$ cat config.mk
export PLATFORM = sky130hd
export DESIGN_NAME = fb_stream_capture
export DESIGN_NICKNAME = d
export VERILOG_FILES = /design/src/rtl/fb_capture_pkg.sv /design/src/rtl/sync_fifo.sv /design/src/rtl/fb_stream_capture.sv
export SDC_FILE = /design/constraint.sdc
export NUM_CORES = 1
export LEC_CHECK = 0
export ABC_AREA = 1
export BUFFER_PORTS_ARGS = -buffer_cell sky130_fd_sc_hd__clkbuf_2
export CORE_MARGIN = 10
export CORE_UTILIZATION = 55
export CTS_CLUSTER_DIAMETER = 120
export DETAILED_ROUTE_END_ITERATION = 12
export GPL_TIMING_DRIVEN = 0
export PLACE_DENSITY = 0.76
export SYNTH_ARGS = -nofsm -noshare
export SYNTH_HDL_FRONTEND = slang
export SYNTH_SLANG_ARGS = --single-unit
$ cat constraint.sdc
create_clock -name clk -period 3.08 [get_ports clk]
set_input_delay 0.462 -clock clk [delete_from_list [all_inputs] [get_ports clk]]
set_output_delay 0.462 -clock clk [all_outputs]
set_load 0.03 [all_outputs]
$ cat src/rtl/fb_capture_pkg.sv
// Shared types for the framebuffer stream capture block.
// Bus FSM states and the pixel FIFO entry layout.
package fb_capture_pkg;

  typedef enum logic [1:0] {
    IDLE,
    REQ,
    GAP
  } state_t;

  typedef struct packed {
    logic        last;
    logic [23:0] addr;
    logic [15:0] data;
  } entry_t;

  localparam logic [3:0] FULL_MASK = 4'hF;
  localparam int ENTRY_W = $bits(entry_t);

endpackage

$ cat src/rtl/sync_fifo.sv
// Single-clock FIFO with flush; rdata shows the head entry.
// Ports: clk, reset_n_i, flush, push/wdata, pop/rdata, full, empty.
module sync_fifo #(
  parameter int WIDTH = 41,
  parameter int DEPTH = 16
) (
  input  logic             clk,
  input  logic             reset_n_i,
  input  logic             flush,
  input  logic             push,
  input  logic [WIDTH-1:0] wdata,
  input  logic             pop,
  output logic [WIDTH-1:0] rdata,
  output logic             full,
  output logic             empty
);

  localparam int AW = $clog2(DEPTH);
  localparam int CW = AW + 1;
  localparam logic [CW-1:0] DEPTH_C = CW'(DEPTH);

  logic [WIDTH-1:0] mem [DEPTH];
  logic [AW-1:0]    wp;
  logic [AW-1:0]    rp;
  logic [CW-1:0]    cnt;
  logic [AW-1:0]    wr_idx;
  logic             do_push;
  logic             do_pop;

  assign full    = (cnt == DEPTH_C);
  assign empty   = (cnt == '0);
  // A flush empties the FIFO first, so a push in the
  // same cycle always has room and lands in slot 0.
  assign do_push = push && (flush || !full);
  assign do_pop  = pop && !empty && !flush;
  assign wr_idx  = flush ? '0 : wp;
  assign rdata   = mem[rp];

  always_ff @(posedge clk) begin
    if (do_push) begin
      mem[wr_idx] <= wdata;
    end
  end

  always_ff @(posedge clk or negedge reset_n_i) begin
    if (!reset_n_i) begin
      wp  <= '0;
      rp  <= '0;
      cnt <= '0;
    end else if (flush) begin
      wp  <= do_push ? AW'(1) : '0;
      rp  <= '0;
      cnt <= do_push ? CW'(1) : '0;
    end else begin
      if (do_push) begin
        wp <= wp + AW'(1);
      end
      if (do_pop) begin
        rp <= rp + AW'(1);
      end
      cnt <= cnt + CW'(do_push) - CW'(do_pop);
    end
  end

endmodule

$ cat src/rtl/fb_stream_capture.sv
// Captures a 16-bit pixel stream into the framebuffer via the access bus.
// Ports: clk/reset_n_i, stream in (start/base/valid/data), bus out, status.
module fb_stream_capture
  import fb_capture_pkg::*;
#(
  parameter int FB_WIDTH   = 640,
  parameter int FB_HEIGHT  = 480,
  parameter int FIFO_DEPTH = 16
) (
  input  logic        clk,
  input  logic        reset_n_i,
  input  logic        start_frame_i,
  input  logic [23:0] base_address_i,
  input  logic        valid_i,
  input  logic [15:0] data_i,
  output logic        sel_o,
  output logic        wr_o,
  output logic [3:0]  mask_o,
  output logic [23:0] address_o,
  output logic [15:0] data_out_o,
  input  logic        ack_i,
  output logic        busy_o,
  output logic        overflow_o,
  output logic        frame_done_o
);

  localparam int PIX_TOTAL = FB_WIDTH * FB_HEIGHT;
  localparam int CW = $clog2(PIX_TOTAL + 1);
  localparam logic [CW-1:0] PIX_MAX  = CW'(PIX_TOTAL);
  localparam logic [CW-1:0] LAST_IDX = CW'(PIX_TOTAL - 1);

  state_t        state;
  logic          armed;
  logic [CW-1:0] count;
  logic [23:0]   next_addr;
  logic          cur_last;

  logic          eff_armed;
  logic [CW-1:0] eff_count;
  logic [23:0]   eff_addr;
  logic          take;
  logic          room;
  logic          drop;
  logic          fifo_push;
  logic          fifo_pop;
  logic          fifo_full;
  logic          fifo_empty;
  entry_t        wr_entry;
  entry_t        head;

  // start_frame_i takes effect in its own cycle, so a pixel
  // arriving with it becomes index 0 at base_address_i.
  assign eff_armed = armed | start_frame_i;
  assign eff_count = start_frame_i ? '0 : count;
  assign eff_addr  = start_frame_i ? base_address_i : next_addr;

  assign take      = valid_i && eff_armed && (eff_count < PIX_MAX);
  assign room      = start_frame_i || !fifo_full;
  assign fifo_push = take && room;
  assign drop      = take && !room;

  assign wr_entry = '{
    last: (eff_count == LAST_IDX),
    addr: eff_addr,
    data: data_i
  };

  // Never pop on a flush: the head belongs to the old frame.
  assign fifo_pop = (state == IDLE) && !fifo_empty && !start_frame_i;
  assign busy_o   = !fifo_empty || sel_o;

  sync_fifo #(
    .WIDTH(ENTRY_W),
    .DEPTH(FIFO_DEPTH)
  ) u_fifo (
    .clk      (clk),
    .reset_n_i(reset_n_i),
    .flush    (start_frame_i),
    .push     (fifo_push),
    .wdata    (wr_entry),
    .pop      (fifo_pop),
    .rdata    (head),
    .full     (fifo_full),
    .empty    (fifo_empty)
  );

  // Dropped in-frame pixels still advance count and address
  // so that later pixels keep their position in the frame.
  always_ff @(posedge clk or negedge reset_n_i) begin
    if (!reset_n_i) begin
      armed      <= 1'b0;
      count      <= '0;
      next_addr  <= '0;
      overflow_o <= 1'b0;
    end else begin
      if (start_frame_i) begin
        armed <= 1'b1;
      end
      if (take) begin
        count     <= eff_count + 1'b1;
        next_addr <= eff_addr + 24'd1;
      end else if (start_frame_i) begin
        count     <= '0;
        next_addr <= base_address_i;
      end
      if (start_frame_i) begin
        overflow_o <= 1'b0;
      end else if (drop) begin
        overflow_o <= 1'b1;
      end
    end
  end

  always_ff @(posedge clk or negedge reset_n_i) begin
    if (!reset_n_i) begin
      state        <= IDLE;
      sel_o        <= 1'b0;
      wr_o         <= 1'b0;
      mask_o       <= '0;
      address_o    <= '0;
      data_out_o   <= '0;
      cur_last     <= 1'b0;
      frame_done_o <= 1'b0;
    end else begin
      frame_done_o <= 1'b0;
      unique case (state)
        IDLE: begin
          if (fifo_pop) begin
            sel_o      <= 1'b1;
            wr_o       <= 1'b1;
            mask_o     <= FULL_MASK;
            address_o  <= head.addr;
            data_out_o <= head.data;
            cur_last   <= head.last;
            state      <= REQ;
          end
        end
        REQ: begin
          if (ack_i) begin
            sel_o        <= 1'b0;
            wr_o         <= 1'b0;
            mask_o       <= '0;
            frame_done_o <= cur_last;
            state        <= GAP;
          end
        end
        GAP: begin
          state <= IDLE;
        end
        default: begin
          state <= IDLE;
        end
      endcase
    end
  end

endmodule

==> results.md <==
Logic synthesis:
- The basic-gate share of the synthesized area counting and, or, nand and nor cells is 13.7%.
- Yosys attributes the largest share of cell area to edfxtp_1, dfrtp_1, nand2_1.
- The unique cell type count in the Yosys netlist is 40.
- Synthesis produced a netlist whose cell count is 2,627.
- The share of the synthesized area in compound gates (AO/OA/AOI/OAI) is 7.75%.
- In this run, synthesis inferred 656 flip-flops with an integrated enable.
- The count of warnings emitted by yosys is 0.
- The XOR/XNOR share of the synthesized area is 0.784%.
- A synthesized cell averages 11.9 um^2.
- The most used standard cell by instance count after synthesis is edfxtp_1.
- The net count after synthesis is 2,683.
- In the synthesized netlist, the cells that appear most often are edfxtp_1, nand2_1, nor2_1.
- After synthesis, the largest family of logic cells by area is simple AND/OR/NAND/NOR gates.
- Of the total synthesized cell area, the portion taken by full adders, half adders and majority gates is 0.464%.
- Summing the sequential cell areas from Yosys gives 71.2% of the chip area.
- The cell area after synthesis is 31,300 um^2.
- The post-synthesis mux area share is 2.62%.
- After synthesis, the share of flip-flops with an asynchronous set or reset is 13.6%.
- For this run, the leading register cell type out of synthesis is edfxtp_1.
- The largest area contributor in the synthesized netlist is edfxtp_1.
- Counting flops and latches in the post-synthesis netlist gives 759.
- In this run the biggest area consumer among cell types represents 63.0% of the synthesized area.

Worst hold path:
- The worst hold path passes through 3 cells.
- The path with the worst hold slack has its endpoint at state[1]$_DFFE_PN0P_.
- The min-delay analysis places its worst path in the category in -> reg.
- The worst hold path begins at ack_i.

Cells and area:
- The post-route netlist has 13.2% of its cells at a drive strength greater than 1.
- The repair_antennas step left the layout with diodes totalling 0.
- The final design instance area without fill is 36,100 um^2.
- The layout net count is 2,897.
- The area growth from synthesis to layout is 15.3%.
- The utilization after layout is 64.0%.

Placement:
- The count of buffers added on input and output ports is 93.
- The worst slack at placement is -584 ps.
- Summed over all nets, the half-perimeter wirelength after detailed placement is 54,300 um.
- The total placed instance area is 33,400 um^2.
- The global placer's final weighted congestion is 0.871.

Floorplanning:
- The core outline area is 56,400 um^2.
- The die is 259 um tall.
- The I/O pin count is 94.
- The die extent in x is 259 um.
- The initial core utilization is 55.5%.
- The floorplan die area is 66,800 um^2.
- The number of rows in the core area is 87.

Global route:
- Entering global routing, the biggest net connects 83 pins.
- The number of global-route vias before repair is 21.8k.
- The first global-routing pass estimated 129,000 um of wire.
- The number of antenna violations at the first check in global routing came to 0.
- After global routing the overflow that remains totals 0.
- The overall routing resource usage is 25.4%.

Route:
- The first TritonRoute pass finished after 6 iterations.
- The DRC violation total after the first TritonRoute iteration is 3,091.
- The vias after detailed routing is 22.0k.
- Signal routing reaches up to met4.
- The number of DRC violations after detailed routing is 0.
- The detail-routed via count per cell is 6.01.
- In the detailed route, the total length drawn on met2 is 41,500 um.
- The detail-routed net length per standard cell is 23.9 um.
- The count of antenna-violating nets left after detailed routing is 0.
- The routed length on met1 is 32,200 um.
- The routed design has 87,300 um of wire.
- Summed over all nets, wire length on met3 after detailed routing comes to 10,300 um.

Timing:
- The smallest clock period supported by the final layout is computed as 3070 ps.
- For the final database, setup skew stands at 33.3 ps.
- The sum of negative setup slack is 0 ps.
- Of the available clock period, the critical path in the final layout requires 99.6%.
- Headroom to the max-slew limit came out at 6.30%.
- The final number of max-transition violations came to 0.
- For the pin with the worst max-slew slack, the measured transition is 1400 ps.
- The hold violation count in the final report is 0.
- Setup repair after global routing could not meet its margin everywhere.
- The setup violation total in the final timing report is 0.
- The post-route worst setup slack is 10.9 ps.
- The maximum clock frequency is 326 MHz.

Clock network:
- The clock tree from TritonCTS is yes.
- The number of clock buffers inserted by TritonCTS is 77.
- The H-tree depth reported by CTS is 3.
- Clock tree synthesis found a total of 759 sinks.
- The clock slew seen by the registers of the worst setup and hold paths is 60 ps.
- No sink is reached through more buffers than the 3 on the longest clock path.
- For the worst-skew pair, the clock arrives at the later sink with an insertion delay of 630 ps.
- The root cell of the clock tree is clkbuf_16.

Setup path:
- Counting cells, the worst reg-to-reg path comes to 12.
- The category of the worst setup path launch point is a primary input.
- The startpoint identified for the worst register-to-register timing path is count[13]$_DFF_PN0_.
- The arrival time of the worst setup path is 3380 ps.
- The critical path in this run is classified as in -> reg.
- At the worst endpoint, the required time is 3390 ps.
- Of all nets on the critical path, the largest fanout is 18.
- The worst setup slack for register-to-register paths is 40 ps.
- STA classifies the critical path endpoint as a flop.
- The endpoint of the lowest-slack register-to-register path is u_fifo.mem[6][14]$_DFFE_PP_.

Pwr:
- The power per unit of standard cell area is 811 nW/um^2.
- The cell leakage power is 13.4 nW.
- Total power for the finished layout comes to 0.0292 W.
- In this run, the combinational gates consume 27.8% of the power.
- The switching power is 0.0100 W.
- The register share of total power is 41.4%.
- The cell-internal power is 0.0192 W.
- VDD sags by at most 0.000570 V.
- The relative contribution of the clock network to total power is 30.8%.
- Net switching is 34.3% of the power.

Flow run:
- The tool flagged a number of max-cap violations equal to 0.

Outcome:
- The run finished with clean final reports.
metrics by stage:
stage	std cells	hold WS [ps]
finish	3658	130
global route	3658	116
CTS	3650	93.7
detailed placement	3498	376
global placement	3476	436
floorplan	2627	166
worst max-delay path: stages:
cell,delay [ps]
clkbuf_2,130
inv_2,120
buf_6,160
buf_6,170
buf_2,330
nand3_1,790
nor2_4,750
buf_16,250
buf_16,190
how the worst max path moves through the flow:
stage | startpoint | to | slack (ps) | cells after the start
after CTS | count[13]$_DFF_PN0_ | u_fifo.mem[9][25]$_DFFE_PP_ | 40 | 12
after global placement | start_frame_i | u_fifo.mem[13][15]$_DFFE_PP_ | -2760 | 11
after floorplan | start_frame_i | u_fifo.mem[11][0]$_DFFE_PP_ | -400 | 10
final | start_frame_i | u_fifo.mem[8][36]$_DFFE_PP_ | 10 | 9
after detailed placement | start_frame_i | u_fifo.cnt[4]$_DFF_PN0_ | -580 | 16
after global routing | u_fifo.cnt[3]$_DFF_PN0_ | u_fifo.cnt[4]$_DFF_PN0_ | -110 | 16
final cells by class:
class,instances,area [um^2]
clock buffers,117,2180
fillers,4111,20300
repair buffers,131,1230
clock inverters,23,219
well taps,756,946
plain buffers,142,706
flip-flops and latches,759,22300
inverters,98,383
multi-input cells,1632,8120
per-layer routing:
metal | vias to the layer above | GRT usage (%)
met1 | 10600 | 32.7
li1 | 9606 | -
met2 | 1492 | 41.3
met3 | 262 | 5.68
met4 | 0 | 10.2
met5 | - | 0
flip-flops by register name, indices dropped and copies added, names as in the netlist:
| signal | flops |
|---|---|
| data_out_o | 16 |
| next_addr | 24 |
| overflow_o | 1 |
| u_fifo.wp | 4 |
| address_o | 24 |
| u_fifo.mem | 656 |
| frame_done_o | 1 |
| armed | 1 |
| u_fifo.cnt | 5 |
| u_fifo.rp | 4 |
| mask_o | 1 |
| state | 2 |
| count | 19 |
| cur_last | 1 |
cell families (layout without fill, tap and decap cells):
group	after synthesis	in the layout
AOI/OAI and AO/OA	454	454
xor gates and xnor gates	28	28
adders and majority gates	11	11
buffers and inverters	241	511
DFF	759	759
muxes	82	82
and+or+nand+nor	1052	1057
cells in the final DEF (no fill, tap or decap), types with 4 or more instances in the layout:
cell and n:
nor2_1 313, o21ai_0 266, dfrtp_1 103, buf_2 38, nand3_1 73, nand4_1 13, buf_16 14, clkbuf_2 92
o22ai_1 82, clkbuf_16 78, nor2_4 25, nor3_1 8, nor2_2 10, a21oi_1 88, clkbuf_1 111, mux2i_1 82
clkbuf_8 9, nand2_4 5, xnor2_1 5, buf_6 6, clkinv_1 8, edfxtp_1 656, o21ai_1 4, inv_2 10
nand2_1 577, ha_1 10, nand2_2 17, buf_12 16, buf_4 22, o21ai_2 11, clkinv_2 9, nor3_2 6
inv_1 85, xor2_1 23
power by group through the flow:
| stage | logic (W) | registers, W | clock network, W |
|---|---|---|---|
| final | 0.00812 | 0.0121 | 0.00900 |
| after detailed placement | 0.00780 | 0.0123 | 0 |
| after floorplan | 0.00448 | 0.0128 | 0 |
| after global routing | 0.00874 | 0.0122 | 0.00947 |
| after CTS | 0.00793 | 0.0121 | 0.00906 |
| after global placement | 0.00749 | 0.0123 | 0 |
what timing repair did:
action / in CTS / in global routing
cloned: 3 / 2
buffers inserted: 9 / 6
hold buffers: 1 / 0
hold endpoints to repair: 21 / 0
resized for setup: 9 / 4
endpoints found under the setup margin: 214 / 85
pin swaps: 8 / 5
Note: power is estimated with default switching activity, not from simulation.
